===== config.mk =====
export PLATFORM = sky130hd
export DESIGN_NAME = udp_pixel_rx_flat
export DESIGN_NICKNAME = d
export VERILOG_FILES = /design/src/rtl/udp_pixel_rx_if.sv /design/src/rtl/udp_pixel_rx.sv /design/src/flat_wrapper.sv
export SDC_FILE = /design/constraint.sdc
export NUM_CORES = 1
export LEC_CHECK = 0
export ABC_AREA = 0
export CAP_MARGIN = 30
export CORE_ASPECT_RATIO = 0.6
export CORE_UTILIZATION = 49
export DETAILED_ROUTE_END_ITERATION = 8
export GPL_TIMING_DRIVEN = 0
export PLACE_DENSITY = 0.77
export SLEW_MARGIN = 20
export SYNTH_ARGS = -nofsm -noshare
export SYNTH_HDL_FRONTEND = slang
export SYNTH_SLANG_ARGS = --single-unit

===== constraint.sdc =====
create_clock -name clk -period 3 [get_ports clk]
set_input_delay 0.9 -clock clk [delete_from_list [all_inputs] [get_ports clk]]
set_output_delay 0.9 -clock clk [all_outputs]
set_load 0.05 [all_outputs]

===== src/rtl/udp_pixel_rx_if.sv =====
// Byte stream from the MAC/PHY RX path into udp_pixel_rx.
// in_valid stays high for a whole frame and drops for at least one cycle between frames.
interface udp_pixel_rx_if;
  logic       in_valid;
  logic [7:0] in_data;

  modport master (output in_valid, output in_data);
  modport slave  (input  in_valid, input  in_data);
endinterface


===== src/rtl/udp_pixel_rx.sv =====
// UDP pixel receiver: validates Ethernet/IPv4/UDP headers and writes the payload to VRAM.
// Define UDP_PIXEL_RX_FCS_CHECK_EN to add a CRC-32 check of the frame FCS.
module udp_pixel_rx #(
  parameter logic [47:0] MY_MAC        = 48'hdeadbeef0123,
  parameter logic [31:0] MY_IP         = 32'hc0a80102,
  parameter logic [15:0] UDP_LEN       = 16'd1448,
  parameter int          PAYLOAD_BYTES = 1437
) (
  input  logic          clk,
  input  logic          rstn,
  udp_pixel_rx_if.slave rx,
  output logic          busy,
  output logic          hdr_valid,
  output logic [15:0]   segment_num,
  output logic [7:0]    index_clone,
  output logic [7:0]    aux,
  output logic [23:0]   startaddr,
  output logic          pix_we,
  output logic [23:0]   pix_addr,
  output logic [7:0]    pix_data,
  output logic          frame_ok,
  output logic          frame_err,
  output logic [2:0]    err_code
);
  localparam logic [11:0] LAST_IDX = 12'(45 + PAYLOAD_BYTES - 1);

  typedef enum logic [2:0] {IDLE, HDR, PAY, TAIL, DRAIN} state_t;

  state_t      state, state_nx;
  logic [11:0] cnt;
  logic        mac_uc, mac_bc, mac_uc_nx, mac_bc_nx;
  logic        in_frame;
  logic [23:0] addr_ptr;
  logic        hdr_act, hdr_fail, chk_en, mac_chk;
  logic        pix_fire, end_evt, end_ok;
  logic [7:0]  exp_byte;
  logic [2:0]  fail_code, end_code;

  // busy ignores the post-reset drain so that every output is 0 out of reset.
  assign busy    = in_frame;
  assign hdr_act = rx.in_valid && (state == IDLE || state == HDR);

  always_comb begin
    chk_en    = 1'b0;
    mac_chk   = 1'b0;
    exp_byte  = 8'h00;
    fail_code = 3'd0;
    hdr_fail  = 1'b0;
    case (cnt)
      12'd0:  begin mac_chk = 1'b1; fail_code = 3'd1; exp_byte = MY_MAC[47:40]; end
      12'd1:  begin mac_chk = 1'b1; fail_code = 3'd1; exp_byte = MY_MAC[39:32]; end
      12'd2:  begin mac_chk = 1'b1; fail_code = 3'd1; exp_byte = MY_MAC[31:24]; end
      12'd3:  begin mac_chk = 1'b1; fail_code = 3'd1; exp_byte = MY_MAC[23:16]; end
      12'd4:  begin mac_chk = 1'b1; fail_code = 3'd1; exp_byte = MY_MAC[15:8];  end
      12'd5:  begin mac_chk = 1'b1; fail_code = 3'd1; exp_byte = MY_MAC[7:0];   end
      12'd12: begin chk_en = 1'b1; fail_code = 3'd2; exp_byte = 8'h08; end
      12'd13: begin chk_en = 1'b1; fail_code = 3'd2; exp_byte = 8'h00; end
      12'd14: begin chk_en = 1'b1; fail_code = 3'd2; exp_byte = 8'h45; end
      12'd23: begin chk_en = 1'b1; fail_code = 3'd3; exp_byte = 8'h11; end
      12'd30: begin chk_en = 1'b1; fail_code = 3'd4; exp_byte = MY_IP[31:24]; end
      12'd31: begin chk_en = 1'b1; fail_code = 3'd4; exp_byte = MY_IP[23:16]; end
      12'd32: begin chk_en = 1'b1; fail_code = 3'd4; exp_byte = MY_IP[15:8];  end
      12'd33: begin chk_en = 1'b1; fail_code = 3'd4; exp_byte = MY_IP[7:0];   end
      12'd38: begin chk_en = 1'b1; fail_code = 3'd5; exp_byte = UDP_LEN[15:8]; end
      12'd39: begin chk_en = 1'b1; fail_code = 3'd5; exp_byte = UDP_LEN[7:0];  end
      default: ;
    endcase
    mac_uc_nx = mac_uc && (rx.in_data == exp_byte);
    mac_bc_nx = mac_bc && (rx.in_data == 8'hff);
    if (hdr_act) begin
      if (mac_chk && !mac_uc_nx && !mac_bc_nx)
        hdr_fail = 1'b1;
      else if (chk_en && rx.in_data != exp_byte)
        hdr_fail = 1'b1;
    end
  end

`ifdef UDP_PIXEL_RX_FCS_CHECK_EN
  localparam logic [31:0] CRC_RESIDUE = 32'hDEBB20E3;

  logic [31:0] crc;
  logic [2:0]  tail_cnt;

  function automatic logic [31:0] crc_step(input logic [31:0] c, input logic [7:0] d);
    logic [31:0] r;
    r = c;
    for (int i = 0; i < 8; i++)
      r = (r[0] ^ d[i]) ? ((r >> 1) ^ 32'hEDB88320) : (r >> 1);
    return r;
  endfunction

  // Register runs over FCS bytes too; a clean frame leaves the fixed CRC-32 residue.
  always_ff @(posedge clk or negedge rstn) begin
    if (!rstn) begin
      crc      <= '1;
      tail_cnt <= 3'd0;
    end else if (state_nx == IDLE) begin
      crc      <= '1;
      tail_cnt <= 3'd0;
    end else begin
      if (rx.in_valid)
        crc <= crc_step(crc, rx.in_data);
      if (state == TAIL && rx.in_valid && tail_cnt != 3'd4)
        tail_cnt <= tail_cnt + 3'd1;
    end
  end
`endif

  always_comb begin
    state_nx = state;
    pix_fire = 1'b0;
    end_evt  = 1'b0;
    end_ok   = 1'b0;
    end_code = err_code;
    case (state)
      IDLE: if (rx.in_valid) state_nx = hdr_fail ? DRAIN : HDR;
      HDR: begin
        if (!rx.in_valid) begin
          state_nx = IDLE;
          end_evt  = 1'b1;
          end_code = 3'd6;
        end else if (hdr_fail)
          state_nx = DRAIN;
        else if (cnt == 12'd44)
          state_nx = PAY;
      end
      PAY: begin
        if (!rx.in_valid) begin
          state_nx = IDLE;
          end_evt  = 1'b1;
          end_code = 3'd6;
        end else begin
          pix_fire = 1'b1;
          if (cnt == LAST_IDX) state_nx = TAIL;
        end
      end
      TAIL: begin
        if (!rx.in_valid) begin
          state_nx = IDLE;
          end_evt  = 1'b1;
`ifdef UDP_PIXEL_RX_FCS_CHECK_EN
          if (tail_cnt < 3'd4)
            end_code = 3'd6;
          else if (crc != CRC_RESIDUE)
            end_code = 3'd7;
          else begin
            end_ok   = 1'b1;
            end_code = 3'd0;
          end
`else
          end_ok   = 1'b1;
          end_code = 3'd0;
`endif
        end
      end
      DRAIN: begin
        if (!rx.in_valid) begin
          state_nx = IDLE;
          end_evt  = in_frame;
        end
      end
      default: state_nx = DRAIN;
    endcase
  end

  // Reset parks in DRAIN so a frame cut by reset is never mistaken for a fresh one.
  always_ff @(posedge clk or negedge rstn) begin
    if (!rstn) begin
      state       <= DRAIN;
      cnt         <= 12'd0;
      mac_uc      <= 1'b1;
      mac_bc      <= 1'b1;
      in_frame    <= 1'b0;
      addr_ptr    <= 24'd0;
      hdr_valid   <= 1'b0;
      segment_num <= 16'd0;
      index_clone <= 8'd0;
      aux         <= 8'd0;
      startaddr   <= 24'd0;
      pix_we      <= 1'b0;
      pix_addr    <= 24'd0;
      pix_data    <= 8'd0;
      frame_ok    <= 1'b0;
      frame_err   <= 1'b0;
      err_code    <= 3'd0;
    end else begin
      state     <= state_nx;
      hdr_valid <= (state == HDR) && rx.in_valid && !hdr_fail && (cnt == 12'd44);
      pix_we    <= pix_fire;
      frame_ok  <= end_evt && end_ok;
      frame_err <= end_evt && !end_ok;

      if (state_nx == IDLE) begin
        cnt      <= 12'd0;
        mac_uc   <= 1'b1;
        mac_bc   <= 1'b1;
        in_frame <= 1'b0;
      end else begin
        if (rx.in_valid && cnt != 12'hfff) cnt <= cnt + 12'd1;
        if (hdr_act) begin
          mac_uc <= mac_uc_nx;
          mac_bc <= mac_bc_nx;
        end
        if (state == IDLE && rx.in_valid) in_frame <= 1'b1;
      end

      if (state == IDLE && rx.in_valid)
        err_code <= hdr_fail ? fail_code : 3'd0;
      else if (state == HDR && hdr_fail)
        err_code <= fail_code;
      else if (end_evt)
        err_code <= end_ok ? 3'd0 : end_code;

      if (hdr_act) begin
        case (cnt)
          12'd34: segment_num[15:8]  <= rx.in_data;
          12'd35: segment_num[7:0]   <= rx.in_data;
          12'd36: index_clone        <= rx.in_data;
          12'd37: aux                <= rx.in_data;
          12'd42: startaddr[23:16]   <= rx.in_data;
          12'd43: startaddr[15:8]    <= rx.in_data;
          12'd44: begin
            startaddr[7:0] <= rx.in_data;
            addr_ptr       <= {startaddr[23:8], rx.in_data};
          end
          default: ;
        endcase
      end

      if (pix_fire) begin
        pix_data <= rx.in_data;
        pix_addr <= addr_ptr;
        addr_ptr <= addr_ptr + 24'd1;
      end
    end
  end
endmodule


===== src/flat_wrapper.sv =====
// flat-port wrapper written by rule: the top's interface ports become plain ports
module udp_pixel_rx_flat 
#(
  parameter logic [47:0] MY_MAC        = 48'hdeadbeef0123,
  parameter logic [31:0] MY_IP         = 32'hc0a80102,
  parameter logic [15:0] UDP_LEN       = 16'd1448,
  parameter int          PAYLOAD_BYTES = 1437
)
  (clk, rstn, busy, hdr_valid, segment_num, index_clone, aux, startaddr, pix_we, pix_addr, pix_data, frame_ok, frame_err, err_code, rx_in_valid, rx_in_data);
  udp_pixel_rx_if rx_i ();
  input  logic clk;
  input  logic rstn;
  output logic busy;
  output logic hdr_valid;
  output logic [15:0] segment_num;
  output logic [7:0] index_clone;
  output logic [7:0] aux;
  output logic [23:0] startaddr;
  output logic pix_we;
  output logic [23:0] pix_addr;
  output logic [7:0] pix_data;
  output logic frame_ok;
  output logic frame_err;
  output logic [2:0] err_code;
  input wire logic [$bits(rx_i.in_valid)-1:0] rx_in_valid;
  input wire logic [$bits(rx_i.in_data)-1:0] rx_in_data;
  assign rx_i.in_valid = rx_in_valid;
  assign rx_i.in_data = rx_in_data;
  udp_pixel_rx #(.MY_MAC(MY_MAC), .MY_IP(MY_IP), .UDP_LEN(UDP_LEN), .PAYLOAD_BYTES(PAYLOAD_BYTES)) u_core (.clk(clk), .rstn(rstn), .rx(rx_i), .busy(busy), .hdr_valid(hdr_valid), .segment_num(segment_num), .index_clone(index_clone), .aux(aux), .startaddr(startaddr), .pix_we(pix_we), .pix_addr(pix_addr), .pix_data(pix_data), .frame_ok(frame_ok), .frame_err(frame_err), .err_code(err_code));
endmodule

==> metrics.txt, run 1 <==
fin area=between 9000 and 10000 um^2; Core Region=13050 um^2; Vias=6139; clock skew=between 10 and 15 ps; drt wl/cell=19.94 um; pwr/cell area=512.8 nW/um^2; Placer Congestion=0.9453; fillers=972; Final Power=~4.6 mW; status=finished with violations; number of diodes=0; drt pass-1 iters=9; min cycle time layout=roughly 3200 ps; worst-path maximum fanout=7; drt first-iter violations=579; largest net degree at the start of global routing=77; area leader, netlist=dfrtp_1; placed instance count=974; YS warnings=0; number of synthesized flops with an enable pin=0; synthesized area=between 6000 and 7000 um^2; Seq cells post-synth=about 140; Post-Syn Area per Cell=approximately 9.6 um^2; initial antenna violation count=0; clock latency on the worst-skew pair=between 400 and 500 ps; crit path capture type=flip-flop; Sequential Area=between 3000 and 4000 um^2; Routed WL=roughly 21000 um; Die ar.=between 10000 and 15000 um^2; TritonCTS clock tree=yes; Post-Synthesis Cells=around 700; Die W=152.8 um; reg-to-reg critical path startpoint=u_core.cnt[8]; aggregate global-route resource usage=between 30 and 40%; final worst slack=-154.0 ps; share of cells above drive strength 1=about a fifth; Peak VDD IR=0.4073 mV; Final Cycle Share=105.1%; Max-Cap Viols=0; vias in the first global route=5873; Post-DP Area=around 8000 um^2; DIE HEIGHT=between 90 and 100 um; DP HPWL=between 10000 and 15000 um; asr flop ratio synth=100.0%; clk slew on worst S/H paths=approximately 60 ps; initial core utilization=51.22%; max_slew headroom=between 40% and 50%; RSZ-0062 raised after global routing=true; CTS Root Cell=clkbuf_16; top post-synthesis cells by area=dfrtp_1, nand2_1, mux2_2, nor2_1, a21oi_1; number of port buffers=104; Final Max Slew Viols=0; Worst Setup Start Kind=input pin; HP Class=input pin to async pin; Hold Violations, Final=0; syn_nets=around 700; critical path required time=3360 ps; Synth top area share=50.16%; sequential share of the synthesized area=just over 50%; antenna-violating nets left=0; Top Ports=~110; Main synth FF type=dfrtp_1; final-report setup violation count=15; clock sink total=137; CTS max path bufs=2; first-pass GRT wire length=between 30000 and 40000 um; reg2reg end=u_core.err_code[1]; worst reg-to-reg path cell count=10; Area Overhead vs Synth=35.06%; Site Rows=32; H-tree Lvls=4; worst slew pin tran=between 800 and 900 ps; Leak=slightly above 4 nW; DRC errors left=6; violated checks=DRC, setup timing; Hold-fix buffers, CTS=0; kind of critical path=input pin to flip-flop; Final nets=slightly below 900; GRT overflow=0; reg2reg setup slack=-150 ps; post-route insts no fill=a little over 1k; post-synth cell types=63; Arr. time, crit path=3520 ps; area of the multi-input gates=between 3000 and 4000 um^2; average via count per standard cell=roughly 5.9; TritonCTS Buffers=17; Fmax achieved=317.1 MHz
## how the worst max path moves through the flow
stage / from / endpoint / slack (ps) / cells after the start
2_1_floorplan: u_core.cnt[0] / u_core.err_code[1] / 3 / 12
3_5_place_dp: rx_in_data[1] / u_core.err_code[1] / -800 / 8
3_3_place_gp: rstn / u_core.aux[6] / -4150 / 1
5_1_grt: u_core.cnt[5] / u_core.err_code[1] / -250 / 12
6_report: rx_in_data[1] / u_core.err_code[1] / -150 / 9
4_1_cts: u_core.cnt[5] / u_core.err_code[1] / -40 / 12
## Yosys cell counts (2+ instances only)
master     number
nand2_1       154
dfrtp_1       134
nor2_1         61
mux2_2         44
clkbuf_1       38
a21oi_1        35
nand3_1        25
o21ai_0        24
nor3_1         13
inv_1          12
nand4_1        12
nor4_1         12
xnor2_1        12
xor2_1          9
and3_1          6
o211ai_1        6
o31ai_1         6
ha_1            5
and2_1          4
and4_1          4
buf_2           4
o21a_1          4
o22ai_1         4
a21o_1          3
a311oi_1        3
a31oi_1         3
buf_6           3
dfstp_2         3
mux2i_1         3
nand2b_1        3
nor2b_1         3
nor3b_1         3
a211oi_1        2
a211oi_2        2
a221oi_1        2
a22oi_1         2
buf_1           2
o2111a_1        2
o2111ai_1       2
o22a_1          2
o22ai_2         2
or2_2           2
or3_1           2
or4_4           2
or4b_1          2
## layout by cell type (no fill, tap or decap), drive strengths merged, types with 3 or more instances in the layout
master	synthesis	layout
nand2	154	154
dfrtp	134	134
clkdlybuf4s50	0	102
nor2	61	61
clkbuf	38	54
mux2	44	44
buf	9	42
a21oi	35	35
o21ai	25	25
nand3	25	25
nor3	14	14
inv	12	14
nor4	13	13
nand4	12	12
xnor2	12	12
xor2	9	9
and3	6	6
o31ai	6	6
o211ai	6	6
o22ai	6	6
clkinvlp	0	5
clkinv	0	5
ha	5	5
o21a	4	4
and4	4	4
and2	4	4
nor3b	4	4
a211oi	4	4
a31oi	3	3
a21o	3	3
mux2i	3	3
or4	3	3
dfstp	3	3
a311oi	3	3
nand2b	3	3
nor2b	3	3
## per-stage QoR
step                util [%]  hold slack [ps]  TNS [ps]  setup WS, ps
floorplan                  -            453.8         0         3.074
global placement       60.82            454.5   -595440         -4150
detailed placement     61.07            465.9    -42590        -798.0
CTS                    67.15            432.8    -78.57        -41.57
global route           69.17            448.5     -6131        -254.8
finish                 69.17            395.4     -1181        -154.0
## metal layers
metal  vias to the layer above  share of wire [%]  GRT usage, %
met2                       333                 41         43.39
met1                      3010                 45         42.44
met4                         0                2.0         9.007
li1                       2750                  -             -
met3                        46                 11         10.20
met5                         -                  0             0
## critical path: stages
cell and delay (ps):
dlygate4sd2_1 450, inv_2 200, xnor2_1 180, o31a_1 270
or4_4 590, o41ai_4 450, buf_4 190, o21a_1 150
o22a_1 120
## power breakdown
part	total, mW	switching (mW)	leakage (nW)	internal [mW]
Combinational	0.743	0.469	2.04	0.273
Sequential	1.97	0.0515	1.86	1.92
Clock	1.92	0.839	0.248	1.08
## cells by family after synthesis
family,count (synthesis),synth area share (%)
compound gates,114,11.45
xor+xnor,21,2.751
fa+ha+maj,5,0.9358
buf+inv,59,3.725
flops,137,51.34
mux,47,7.861
simple gates,316,21.93
## repair_timing
item,CTS,global route
pin swaps,8,14
gates resized for setup,38,47
cloned,0,1
setup endpoints to repair,53,76
buffers inserted,12,17
## cell type report
type	count	share of cell area, %
sequential	137	38.04
multi-input combinational	503	35.86
timing repair buffer	135	14.70
clock buffer	19	4.906
buffer	45	2.578
tap	170	2.356
clock inverter	12	1.053
inverter	12	0.4989
## state kept, by name, summed over array words and instances (netlist names)
register            count
u_core.cnt             12
u_core.index_clone      8
u_core.aux              8
u_core.pix_we           1
u_core.mac_bc           1
u_core.pix_addr        24
u_core.busy             1
u_core.pix_data         8
u_core.state            3
u_core.err_code         3
u_core.hdr_valid        1
u_core.startaddr       24
u_core.addr_ptr        24
u_core.segment_num     16
u_core.frame_ok         1
u_core.frame_err        1
u_core.mac_uc           1
(Power assumes the default switching activity.)
==> run 2, diff against run 1 <==
--- a/config.mk
+++ b/config.mk
@@ -10,7 +10,6 @@
 export CORE_ASPECT_RATIO = 0.6
 export CORE_UTILIZATION = 49
 export DETAILED_ROUTE_END_ITERATION = 8
-export GPL_TIMING_DRIVEN = 0
 export PLACE_DENSITY = 0.77
 export SLEW_MARGIN = 20
 export SYNTH_ARGS = -nofsm -noshare
==> metrics.txt, run 2 (same netlist as run 1, synthesis figures left out) <==
switch share=29.18% (-0.19 points); routed wl met2=9396 um (+10%); average via count per standard cell=5.837 (-1.8%); Arr. time, crit path=3390 ps (-130 ps); crit path launch=u_core.cnt[5]; Core Region=13050 um^2 (unchanged); number of port buffers=106 (+1.9%); largest registers=u_core.addr_ptr: 24 flops, u_core.pix_addr: 24 flops, u_core.startaddr: 24 flops; Hold WS=466.6 ps (+71.17 ps); status=finished with violations; fillers=970 (-0.21%); reg-to-reg critical path startpoint=u_core.cnt[5]; clock skew=9.425 ps (-1.020 ps); Setup WS pre-CTS=-363.0 ps (+435.1 ps); antenna-violating nets left=0 (unchanged); GRT overflow=0 (unchanged); clock sink total=137 (unchanged); Final Max Slew Viols=0 (unchanged); DRC errors left=6 (unchanged); drt wl/cell=20.16 um (+1.1%); Clk pwr share=42.6% (+1.2 points); Max-Cap Viols=0 (unchanged); Leak=4.369 nW (+5.3%); Cell Int Power=3.374 mW (+3.2%); DIE HEIGHT=92.48 um (unchanged); violated checks=DRC, setup timing; Sequential Area=3433 um^2 (about the same); aggregate global-route resource usage=31.47% (+1.5 points); fin area=9289 um^2 (+2.9%); CTS Root Cell=clkbuf_16; clock latency on the worst-skew pair=420 ps (about the same); drt pass-1 iters=9 (unchanged); kind of critical path=flip-flop to flip-flop; Site Rows=32 (unchanged); count of buffer and inverter cells on the critical path=0 (-3); Post-DP Area=8402 um^2 (+5.4%); pwr/cell area=512.9 nW/um^2 (about the same); RSZ-0062 raised after global routing=true; worst-path maximum fanout=4 (-3); Fmax achieved=323.1 MHz (+1.9%); H-tree Lvls=4 (unchanged); HP Class=input pin to async pin; Peak VDD IR=0.3711 mV (-8.9%); crit path cell chain=or4b_4 > nor3b_4 > a211oi_4 > a21oi_2 > xor2_1 > or4_4 > o41ai_4 > o22ai_2 > o22a_1; final-report setup violation count=4 (-11); Hold Violations, Final=0 (unchanged); Worst path top cell family by delay=simple AND/OR/NAND/NOR gates; number of diodes=0 (unchanged); CTS max path bufs=2 (unchanged); Worst Setup Start Kind=flip-flop; vias in the first global route=6229 (+6.1%); min cycle time layout=3095 ps (-59.38 ps); Die ar.=14130 um^2 (unchanged); TritonCTS clock tree=yes; Routed WL=21270 um (+3.3%); initial core utilization=51.22% (unchanged); DP HPWL=14580 um (+5.1%); max_slew headroom=56.13% (+10 points); Top Metal Used=met4; TritonCTS Buffers=17 (unchanged); Final nets=888 (+2.4%); area of the multi-input gates=3192 um^2 (-1.4%); clk slew on worst S/H paths=60 ps (about the same); Area Overhead vs Synth=38.95%; met3 WL post-DR=2057 um (-13%); Largest stage delay, worst path=580 ps (about the same); most frequent cells in the layout=nand2_1, dfrtp_1, clkdlybuf4s50_1; share of cells above drive strength 1=24.41% (+3.4 points); Placer Congestion=0.9285 (-1.8%); final worst slack=-94.64 ps (+59.38 ps); register share of total power=41.5% (-1.0 points); Top Ports=107 (unchanged); first-pass GRT wire length=33840 um (+4.6%); worst slew pin tran=658.1 ps (-152.2 ps); drt first-iter violations=455 (-21%); crit path capture type=flip-flop; initial antenna violation count=0 (unchanged); Die W=152.8 um (unchanged); Crit-path slowest cell=or4b_4; share of total power in combinational logic=15.9% (about the same); critical path required time=3300 ps (-60 ps); Vias=6158 (+0.31%); fin util=71.17% (+2.0 points); largest net degree at the start of global routing=69 (-10%); Final Cycle Share=103.2% (-2.0 points); commonest non-fill, non-tap cell in the layout=nand2_1; wire length on met1=9400 um (+1.2%); NetSw=1.390 mW (+2.2%)
run 2: cell types whose count changed in the layout (fill, tap and decap cells not counted), sizes merged:
cell	before	now
buf	42	96
bufinv	0	1
clkbuf	54	18
clkdlybuf4s50	102	105
clkinvlp	5	3
dlygate4sd2	1	0
inv	14	17
run 2: path summary, 6_finish.rpt:
| path | slack [ps] | end | cells after the start |
|---|---|---|---|
| min in group clk | 480 | u_core.pix_data[7] | 2 |
| worst max register to register | -90 | u_core.err_code[2] | 9 |
| max in group asynchronous | 1780 | u_core.cnt[1] | 2 |
| worst min register to register | 480 | u_core.pix_data[7] | 2 |
| worst max-delay path | -90 | u_core.err_code[2] | 9 |
| worst min-delay path | 470 | u_core.frame_err | 1 |
run 2: worst register-to-register path: stages (launching register included):
cell and delay (ps):
dfrtp_1 410, or4b_4 580, nor3b_4 280, a211oi_4 90
a21oi_2 180, xor2_1 90, or4_4 560, o41ai_4 340
o22ai_2 190, o22a_1 260
run 2: repair_timing:
item                       CTS  global route
pin swaps                   10            10
buffers inserted            12             2
hold buffers                 0             0
gates resized for setup     25            19
setup endpoints to repair    4             4
run 2: metrics by stage:
step | std cells | TNS [ps] | power, mW
after global routing | 1055 | -615.0 | 4.928
after detailed placement | 1009 | -1568 | 2.677
final | 1055 | -305.2 | 4.764
after floorplan | 699 | 0 | 2.393
after global placement | 1009 | -1092 | 2.657
after CTS | 1053 | -48.56 | 4.756
run 2: layer usage:
layer | vias to the layer above | global-route usage, %
li1 | 2786 | -
met4 | 0 | 11.78
met3 | 36 | 10.67
met1 | 3045 | 41.88
met2 | 291 | 47.74
met5 | - | 0
run 2: power groups by stage:
| stage | registers, mW | logic (mW) | clock network (mW) |
|---|---|---|---|
| 2_1_floorplan | 2.13 | 0.262 | 0 |
| 6_report | 1.98 | 0.756 | 2.03 |
| 3_5_place_dp | 2.01 | 0.670 | 0 |
| 3_3_place_gp | 2.00 | 0.655 | 0 |
| 5_1_grt | 1.99 | 0.804 | 2.14 |
| 4_1_cts | 1.98 | 0.717 | 2.06 |
run 2: layout make-up:
cell class,instances,share of cell area (%)
Timing Repair Buffer,201,19.76
Sequential cell,137,36.96
Clock buffer,18,4.620
Inverter,12,0.4849
Multi-Input combinational cell,503,34.36
Tap cell,170,2.290
Clock inverter,14,1.522
